<file path="src/rtl/mem_stage_ctrl_pkg.sv">
// Shared pipeline definitions for the MEM stage: FSM state, access codes,
// writeback selects and the default access timeout.
package mem_stage_ctrl_pkg;

   localparam int TIMEOUT_DEFAULT = 16;

   typedef enum logic {
      ST_IDLE = 1'b0,
      ST_BUSY = 1'b1
   } state_e;

   typedef enum logic [1:0] {
      ACC_NONE = 2'b00,
      ACC_RD   = 2'b01,
      ACC_WR   = 2'b10,
      ACC_RSV  = 2'b11
   } acc_e;

   typedef enum logic [1:0] {
      WB_ALU = 2'b00,
      WB_MEM = 2'b01,
      WB_PC  = 2'b10,
      WB_BYP = 2'b11
   } wb_sel_e;

   function automatic logic is_access(input logic [1:0] code);
      return (code == ACC_RD) || (code == ACC_WR);
   endfunction

endpackage

</file>
<file path="src/rtl/mem_timeout_counter.sv">
// Saturating BUSY-cycle counter; flag_o is combinational from the count (0-cycle).
// Clear has priority over increment; the count holds once it reaches TIMEOUT-1.
module mem_timeout_counter #(
   parameter int TIMEOUT = 16
) (
   input  logic clk,
   input  logic rst,
   input  logic clr_i,
   input  logic inc_i,
   output logic flag_o
);

   localparam int CW = (TIMEOUT > 1) ? $clog2(TIMEOUT) : 1;
   localparam logic [CW-1:0] CNT_MAX = CW'(TIMEOUT - 1);

   logic [CW-1:0] cnt_q, cnt_d;

   assign flag_o = (cnt_q == CNT_MAX);

   always_comb begin
      cnt_d = cnt_q;
      if (clr_i) begin
         cnt_d = '0;
      end else if (inc_i && !flag_o) begin
         cnt_d = cnt_q + CW'(1);
      end
   end

   always_ff @(posedge clk or posedge rst) begin
      if (rst) begin
         cnt_q <= '0;
      end else begin
         cnt_q <= cnt_d;
      end
   end

endmodule

</file>
<file path="src/rtl/mem_stage_ctrl.sv">
// MEM-stage data-memory controller: single-cycle request pulse from IDLE, then BUSY until done/err/timeout.
// Holds the pipeline via stall_out while the request is refused or outstanding; outputs are combinational.
module mem_stage_ctrl
   import mem_stage_ctrl_pkg::*;
#(
   parameter int TIMEOUT = TIMEOUT_DEFAULT
) (
   input  logic        clk,
   input  logic        rst,
   input  logic        valid_in,
   input  logic [1:0]  mem_writeEn,
   input  logic [15:0] ALU_out,
   input  logic [15:0] read2OutData,
   input  logic [1:0]  memreg,
   input  logic [15:0] PC_2,
   input  logic [15:0] bypass,
   input  logic        halt,
   input  logic        err,
   output logic [15:0] mem_addr,
   output logic [15:0] mem_wdata,
   output logic        mem_rd,
   output logic        mem_wr,
   input  logic        mem_stall,
   input  logic        mem_done,
   input  logic [15:0] mem_rdata,
   input  logic        mem_err,
   output logic        stall_out,
   output logic [15:0] wb_data,
   output logic        halt_out,
   output logic        err_out
);

   state_e state_q, state_d;
   logic   access, misalign, rsv, busy, issue;
   logic   tmo_flag, timeout, busy_exit, stall;

   assign busy      = (state_q == ST_BUSY);
   assign access    = valid_in && is_access(mem_writeEn);
   assign misalign  = access && ALU_out[0];
   assign rsv       = valid_in && (mem_writeEn == ACC_RSV);
   assign issue     = !busy && access && !misalign && !rst;
   assign timeout   = busy && tmo_flag;
   assign busy_exit = busy && (mem_done || mem_err || tmo_flag);

   mem_timeout_counter #(.TIMEOUT(TIMEOUT)) u_tmo (
      .clk    (clk),
      .rst    (rst),
      .clr_i  (!busy || busy_exit),
      .inc_i  (busy),
      .flag_o (tmo_flag)
   );

   always_comb begin
      state_d = state_q;
      stall   = 1'b0;
      if (busy) begin
         stall = !mem_done && !mem_err && !tmo_flag;
         if (busy_exit) state_d = ST_IDLE;
      end else begin
         stall = access && !misalign && !mem_done;
         if (issue && !mem_stall && !mem_done) state_d = ST_BUSY;
      end
   end

   always_ff @(posedge clk or posedge rst) begin
      if (rst) begin
         state_q <= ST_IDLE;
      end else begin
         state_q <= state_d;
      end
   end

   assign mem_addr  = ALU_out;
   assign mem_wdata = read2OutData;
   assign mem_rd    = issue && (mem_writeEn == ACC_RD);
   assign mem_wr    = issue && (mem_writeEn == ACC_WR);
   assign stall_out = stall && !rst;
   assign halt_out  = halt && valid_in && !stall && !rst;
   // mem_err only counts while an access is actually on the memory port
   assign err_out   = !rst && (err || rsv || misalign || timeout ||
                               (mem_err && (busy || issue)));

   always_comb begin
      wb_data = ALU_out;
      case (memreg)
         WB_ALU:  wb_data = ALU_out;
         WB_MEM:  wb_data = mem_rdata;
         WB_PC:   wb_data = PC_2;
         WB_BYP:  wb_data = bypass;
         default: wb_data = ALU_out;
      endcase
   end

endmodule

</file>
<file path="config.mk">
export PLATFORM = sky130hd
export DESIGN_NAME = mem_stage_ctrl
export DESIGN_NICKNAME = d
export VERILOG_FILES = /design/src/rtl/mem_stage_ctrl_pkg.sv /design/src/rtl/mem_timeout_counter.sv /design/src/rtl/mem_stage_ctrl.sv
export SDC_FILE = /design/constraint.sdc
export NUM_CORES = 1
export LEC_CHECK = 0
export CORE_ASPECT_RATIO = 1.1
export CORE_MARGIN = 3
export CORE_UTILIZATION = 24
export DETAILED_ROUTE_END_ITERATION = 8
export PLACE_DENSITY = 0.83
export SETUP_SLACK_MARGIN = 0.5
export SLEW_MARGIN = 20
export SYNTH_ARGS = -nofsm -noshare
export SYNTH_HDL_FRONTEND = slang
export SYNTH_SLANG_ARGS = --single-unit
</file>
<file path="constraint.sdc">
create_clock -name clk -period 2.4 [get_ports clk]
set_input_delay 0.48 -clock clk [delete_from_list [all_inputs] [get_ports clk]]
set_output_delay 0.48 -clock clk [all_outputs]
set_load 0.005 [all_outputs]
</file>
==> flow_summary.toml, run 1 <==
[outcome]
status = "finished clean"

[power]
power_density_mw_per_mm2 = 256
p_leak_nw = 1.00
ir_drop_mv = 0.102

[global_routing]
antenna_found_initial = 0
grt_pass1_vias = 1329
overflow = 0
grt_pass1_wl_mm = 5.69
grt_usage = 0.156
grt_max_degree = 8

[layout]
seqCellArea_um2 = 125
fillers = 368
drive_gt1_frac = 0.412
utilization = 0.550
multi_input_area_um2 = 622
diodes = 0
fin_area_mm2 = 0.00209
area_growth_pct = 113
nNetsFinal = 291

[drt]
via_per_inst = 4.43
drc_errors = 0
first_iter_violations = 44
routed_wl_mm = 3.77
final_antenna_net_count = 0
dr.pass1.iters = 3
routedWlPerCell_um = 15.4
dr_total_vias = 1080

[setup_path]
crit_required_ns = 1.92
worst-setup-path-type = "input pin to output pin"
cp_data_arrival_time_ns = 1.84
startpoint_type = "input pin"
cp-end-kind = "output pin"
worstPathMaxFanout = 2

[clock_tree]
cts_inserted_buffers = 3
hold_buffers = 0
clk_latency_ns = 0.22
h-tree-depth = 1
cts_sinks = 5
clk_pin_slew_ns = 0.03
cts_tree = "done"
clockBufferDepth = 2
ctsRootBufferMaster = "clkbuf_8"

[timing]
slew_headroom = 0.845
fin_ws_ns = 0.0821
slew_violations = 0
hold_violations = 0
fmax_ghz = 0.431
skew_ns = 0.0000724
layout_min_cycle_time_ns = 2.32
setup_violations = 0
finalCritPeriodShare = 0.966
rsz0062_at_grt = "yes"
worst_pin_slew_ns = 0.233

[placed_design]
gp_congestion = 0.712
dp_hpwl_mm = 3.18
placed_area_mm2 = 0.00204
post-place-ws_ns = -0.741
port_buffers = 112

[floorplanning]
start_util = 0.258
die_h_um = 73.1
die_w_um = 67.0
num_rows = 23
core_mm2 = 0.00380
dieArea_mm2 = 0.00489
top_level_ports = 145

[yosys]
ys.flop_type = "dfrtp_1"
yosys-top-cells-area = "mux4_2 (37%), buf_4 (26%), dfrtp_1 (13%)"
synth_area_per_cell_um2 = 10.8
synth_warnings = 0
synth.distinct_cells = 25
synth_edf_count = 0
yosysTopAreaCell = "mux4_2"
synth_top_area_frac = 0.367
ys_seq_area_frac = 0.128
netlist_instances = 91
synthArstFlopShare = 1.00
syn-num-nets = 187
yosys_register_bits = 5
synth_area_um2 = 981

[worst_hold_path]
hold_path.class = "register to register"

[flow_run]
cap_violations = 0
[logic make-up after synthesis]
group                    synth area share
flip-flops                          0.128
AO/OA/AOI/OAI                      0.0319
AND/OR/NAND/NOR                     0.116
buffers and inverters               0.288
adder cells (fa/ha/maj)            0.0510
XOR/XNOR                           0.0179
multiplexers                        0.367
[final timing paths]
path / startpoint / to / slack [ns] / cells after the start
worst max-delay path: mem_writeEn[0] / halt_out / 0.08 / 7
worst min-delay path: u_tmo.cnt_q[0] / u_tmo.cnt_q[0] / 0.45 / 1
worst max register to register: busy / u_tmo.cnt_q[3] / 0.95 / 4
worst min register to register: u_tmo.cnt_q[0] / u_tmo.cnt_q[0] / 0.45 / 1
max in group asynchronous: rst / u_tmo.cnt_q[3] / 1.62 / 3
min in group asynchronous: rst / busy / 0.68 / 3
[what timing repair did]
action                                  4_1_cts  5_1_grt
pin swaps                                    11        3
setup buffers                                 8        1
endpoints found under the setup margin       38        7
resized for setup                           189        5
gates cloned                                  1        0
[layout make-up]
| class | count | share of cell area |
|---|---|---|
| inverters | 5 | 0.0102 |
| repair buffers | 135 | 0.581 |
| clock buffers | 4 | 0.0215 |
| multi-input cells | 45 | 0.297 |
| well taps | 50 | 0.0299 |
| flip-flops and latches | 5 | 0.0598 |
[Yosys cell counts, drive strengths merged, types with 2 or more instances]
cell / count
or3b: 2
buf: 35
mux4: 16
and2: 2
dfrtp: 5
inv: 5
ha: 4
nor2: 4
nor3: 2
and3: 3
[registers in the layout, summed over array words and instances (netlist names)]
signal	flops
busy	1
u_tmo.cnt_q	4
[power breakdown]
| group | internal, W | leakage, nW | total, W | switching, W |
|---|---|---|---|---|
| clock network | 0.000114 | 0.0228 | 0.000156 | 0.0000418 |
| registers | 0.0000852 | 0.0698 | 0.0000858 | 0.000000616 |
| logic | 0.000205 | 0.911 | 0.000293 | 0.0000876 |
| total | 0.000404 | 1.00 | 0.000534 | 0.000130 |
[per-stage QoR]
stage	std cells	hold WS, ns	setup TNS [ns]	total power [W]
after detailed placement	230	0.450	-7.23	0.000414
after global routing	244	0.482	0	0.000567
after global placement	230	0.441	-6.83	0.000409
after CTS	243	0.455	0	0.000539
after floorplan	91	0.264	0	0.000210
final	244	0.451	0	0.000534
[layout by cell type, fill, tap and decap left out, types with 3 or more instances in the layout]
master	synthesis	layout
buf_2	1	14
clkdlybuf4s50_1	0	20
dfrtp_1	5	5
buf_6	0	10
buf_12	0	3
dlygate4sd2_1	0	66
nor2_1	4	4
buf_4	34	18
clkbuf_8	0	3
ha_1	4	3
mux4_2	16	16
inv_1	5	4
[critical path: stages]
cell    delay (ns)
buf_8         0.10
inv_4         0.05
ha_4          0.19
or3b_4        0.40
or3_4         0.35
and3_4        0.16
buf_6         0.11
[metal layers]
layer | global-route usage | share of wire | up-vias
met1 | 0.137 | 0.31 | 483
met3 | 0.0524 | 0.093 | 4
li1 | - | - | 510
met2 | 0.314 | 0.58 | 83
met4 | 0.0586 | 0.010 | 0
met5 | 0 | 0 | -
Note: power is estimated with default switching activity, not from simulation.
==> run 2, diff against run 1 <==
--- a/config.mk
+++ b/config.mk
@@ -7,11 +7,12 @@
 export LEC_CHECK = 0
 export CORE_ASPECT_RATIO = 1.1
 export CORE_MARGIN = 3
-export CORE_UTILIZATION = 24
+export CORE_UTILIZATION = 25
 export DETAILED_ROUTE_END_ITERATION = 8
 export PLACE_DENSITY = 0.83
 export SETUP_SLACK_MARGIN = 0.5
 export SLEW_MARGIN = 20
 export SYNTH_ARGS = -nofsm -noshare
 export SYNTH_HDL_FRONTEND = slang
+export SYNTH_HIERARCHICAL = 1
 export SYNTH_SLANG_ARGS = --single-unit
==> run 2 against run 1 <==
  * Setup slack worse by 0.016 ns
  * Highest routed layer unchanged
  * Largest power group unchanged
  * Synthesized cell count grew 4.4%
  * Power grew 3.7%
  * Via count up 8.5%
  * Sequential share of layout area shrank 0.31 points
  * First-iteration DRC count is 59% lower
  * Sequential power down 0.6%
  * Final cell count is 2.5% higher
  * Flip-flop and latch count stayed put
==> flow_summary.toml, run 2 <==
[layout]
area_growth_pct = 112
largest_reg_flops = 4
fin_area_mm2 = 0.00220
utilization = 0.576
diodes = 0
layout_common_cells = "dlygate4sd2_1 (66), clkdlybuf4s50_1 (21), buf_6 (17), mux4_2 (16), buf_4 (16)"
nNetsFinal = 297
top_register = "u_tmo/cnt_q"
drive_gt1_frac = 0.410
mostFrequentLayoutCell = "dlygate4sd2_1"

[yosys]
synthTopCellsByCount = "buf_4 (32), mux4_2 (15), dfrtp_1 (5)"
synth_warnings = 6
synth.distinct_cells = 29
yosys_register_bits = 5
synth_top_area_frac = 0.325
synth.most_common_cell = "buf_4"
yosys-top-cells-area = "mux4_2 (33%), buf_4 (23%), dfrtp_1 (12%)"
ys.flop_type = "dfrtp_1"
ys_seq_area_frac = 0.120
yosysTopAreaCell = "mux4_2"
netlist_instances = 95
syn-num-nets = 191
synth_area_per_cell_um2 = 10.9
synth_area_mm2 = 0.00104
synth_edf_count = 0
synthArstFlopShare = 1.00

[clock_tree]
clockBufferDepth = 2
cts_sinks = 5
h-tree-depth = 1
clk_latency_ns = 0.22
cts_inserted_buffers = 3
clk_pin_slew_ns = 0.03
ctsRootBufferMaster = "clkbuf_8"
cts_tree = "done"

[power]
power.share.clock = 0.280
power_density_mw_per_mm2 = 252
p_int_w = 0.000415
p_sw_w = 0.000139
seqPwrFrac = 0.154
ir_drop_mv = 0.303
p_leak_nw = 1.03
pwr-share-comb = 0.566
p_sw_frac = 0.252

[placed_design]
post-place-ws_ns = -0.716
dp_hpwl_mm = 3.76
placed_area_mm2 = 0.00211
gp_congestion = 0.779
port_buffers = 112

[global_routing]
grt_max_degree = 8
busiest_layer = "met2"
use_met1 = 0.167
grt_pass1_vias = 1257
grt_usage = 0.181
met3_usage = 0.0749
use_met2 = 0.347
antenna_found_initial = 0
grt_pass1_wl_mm = 6.48
overflow = 0

[timing]
fmax_ghz = 0.428
slew_headroom = 0.821
layout_min_cycle_time_ns = 2.33
finalCritPeriodShare = 0.973
holdWs_ns = 0.584
fin_ws_ns = 0.0659
setup_violations = 0
rsz0062_at_grt = "yes"
skew_ns = 0.00292
hold_violations = 0
slew_violations = 0
worst_pin_slew_ns = 0.265

[drt]
via_per_inst = 4.69
final_antenna_net_count = 0
first_iter_violations = 18
dr.pass1.iters = 3
drc_errors = 0
dr_total_vias = 1172
routedWlPerCell_um = 18.0
routed_wl_mm = 4.51

[setup_path]
crit_required_ns = 1.92
r2r_end = "u_tmo/cnt_q[1]"
cp-end-kind = "output pin"
reg2reg_slack_ns = 0.66
cp_cell_sequence = "ha_2 -> and3_4 -> or4b_4 -> o21a_1 -> and4_1 -> buf_2"
crit_buf_inv = 1
worst-setup-path-type = "register to output pin"
timing.rr.start = "u_tmo/cnt_q[0]"
worstRegToRegCells = 6
critPathCapture = "halt_out"
startpoint_type = "register"
startpoint = "u_tmo/cnt_q[0]"
worstPathMaxFanout = 3
cp_data_arrival_time_ns = 1.85
worstSetupPathDepth = 6
cpPeakStageDelay_ns = 0.48
crit_family = "simple AND/OR/NAND/NOR gates"
slowest_stage = "or4b_4"

[floorplanning]
num_rows = 23
top_level_ports = 145
core_mm2 = 0.00383
start_util = 0.271
dieArea_mm2 = 0.00496
die_h_um = 73.6
die_w_um = 67.5

[flow_run]
cap_violations = 0

[outcome]
status = "finished clean"

[worst_hold_path]
hold_path.class = "register to register"
run 2: cell types whose count changed after synthesis, moves of 2 or more:
cell	delta
a21oi_1	+2
and3_1	-2
buf_4	-2
nand2b_1	+2
nor2b_1	+2
o21ai_0	+2
or3b_1	-2
run 2: worst reg2reg max path, delay by kind of cell, from the launching register on:
| family | cells | cell delay [ns] |
|---|---|---|
| flops | 1 | 0.37 |
| buf+inv | 1 | 0.17 |
| mux | 1 | 0.13 |
| simple gates | 3 | 0.79 |
| fa+ha+maj | 1 | 0.20 |
run 2: kinds of logic after synthesis:
kind of cell,synth area share
buf+inv,0.270
simple gates,0.136
mux,0.375
compound gates,0.0506
flops,0.120
fa+ha+maj,0.0482
run 2: power groups by stage:
stage / Sequential (W) / Combinational (W) / Clock [W]
final: 0.0000853 / 0.000313 / 0.000155
after global placement: 0.0000862 / 0.000326 / 0
after CTS: 0.0000852 / 0.000310 / 0.000162
after floorplan: 0.0000865 / 0.000125 / 0
after global routing: 0.0000852 / 0.000336 / 0.000169
after detailed placement: 0.0000862 / 0.000331 / 0
run 2: timing repair:
| item | in CTS | in global routing |
|---|---|---|
| pin swaps | 10 | 6 |
| setup endpoints to repair | 38 | 8 |
| resized for setup | 192 | 8 |
| cloned | 1 | 0 |
| hold buffers | 0 | 0 |
| buffers inserted | 9 | 1 |
run 2: layout make-up:
cell class	instances	area (um2)
clock buffer	4	45.0
inverter	4	20.0
tap	50	62.6
timing repair buffer	137	1290
multi-input combinational	50	662
fill	359	1620
sequential	5	125
run 2: per-stage QoR:
stage                     instances  power, W  TNS [ns]
after detailed placement        235  0.000417     -7.14
after CTS                       249  0.000558         0
after global routing            250  0.000590  -0.00882
final                           250  0.000554         0
after floorplan                  95  0.000212         0
after global placement          235  0.000413     -7.07
run 2: layer usage:
metal	share of wire	up-vias
met2	0.52	77
met3	0.15	8
li1	-	533
met1	0.30	554
met5	0	-
met4	0.023	0
run 2: worst min-delay path by stage:
| stage | start | cells after the start | slack, ns | to |
|---|---|---|---|---|
| 2_1_floorplan | rst | 1 | 0.21 | busy |
| 5_1_grt | u_tmo/cnt_q[3] | 2 | 0.61 | u_tmo/cnt_q[3] |
| 3_5_place_dp | busy | 2 | 0.57 | busy |
| 6_report | u_tmo/cnt_q[3] | 2 | 0.58 | u_tmo/cnt_q[3] |
| 4_1_cts | busy | 2 | 0.58 | busy |
| 3_3_place_gp | busy | 2 | 0.56 | busy |
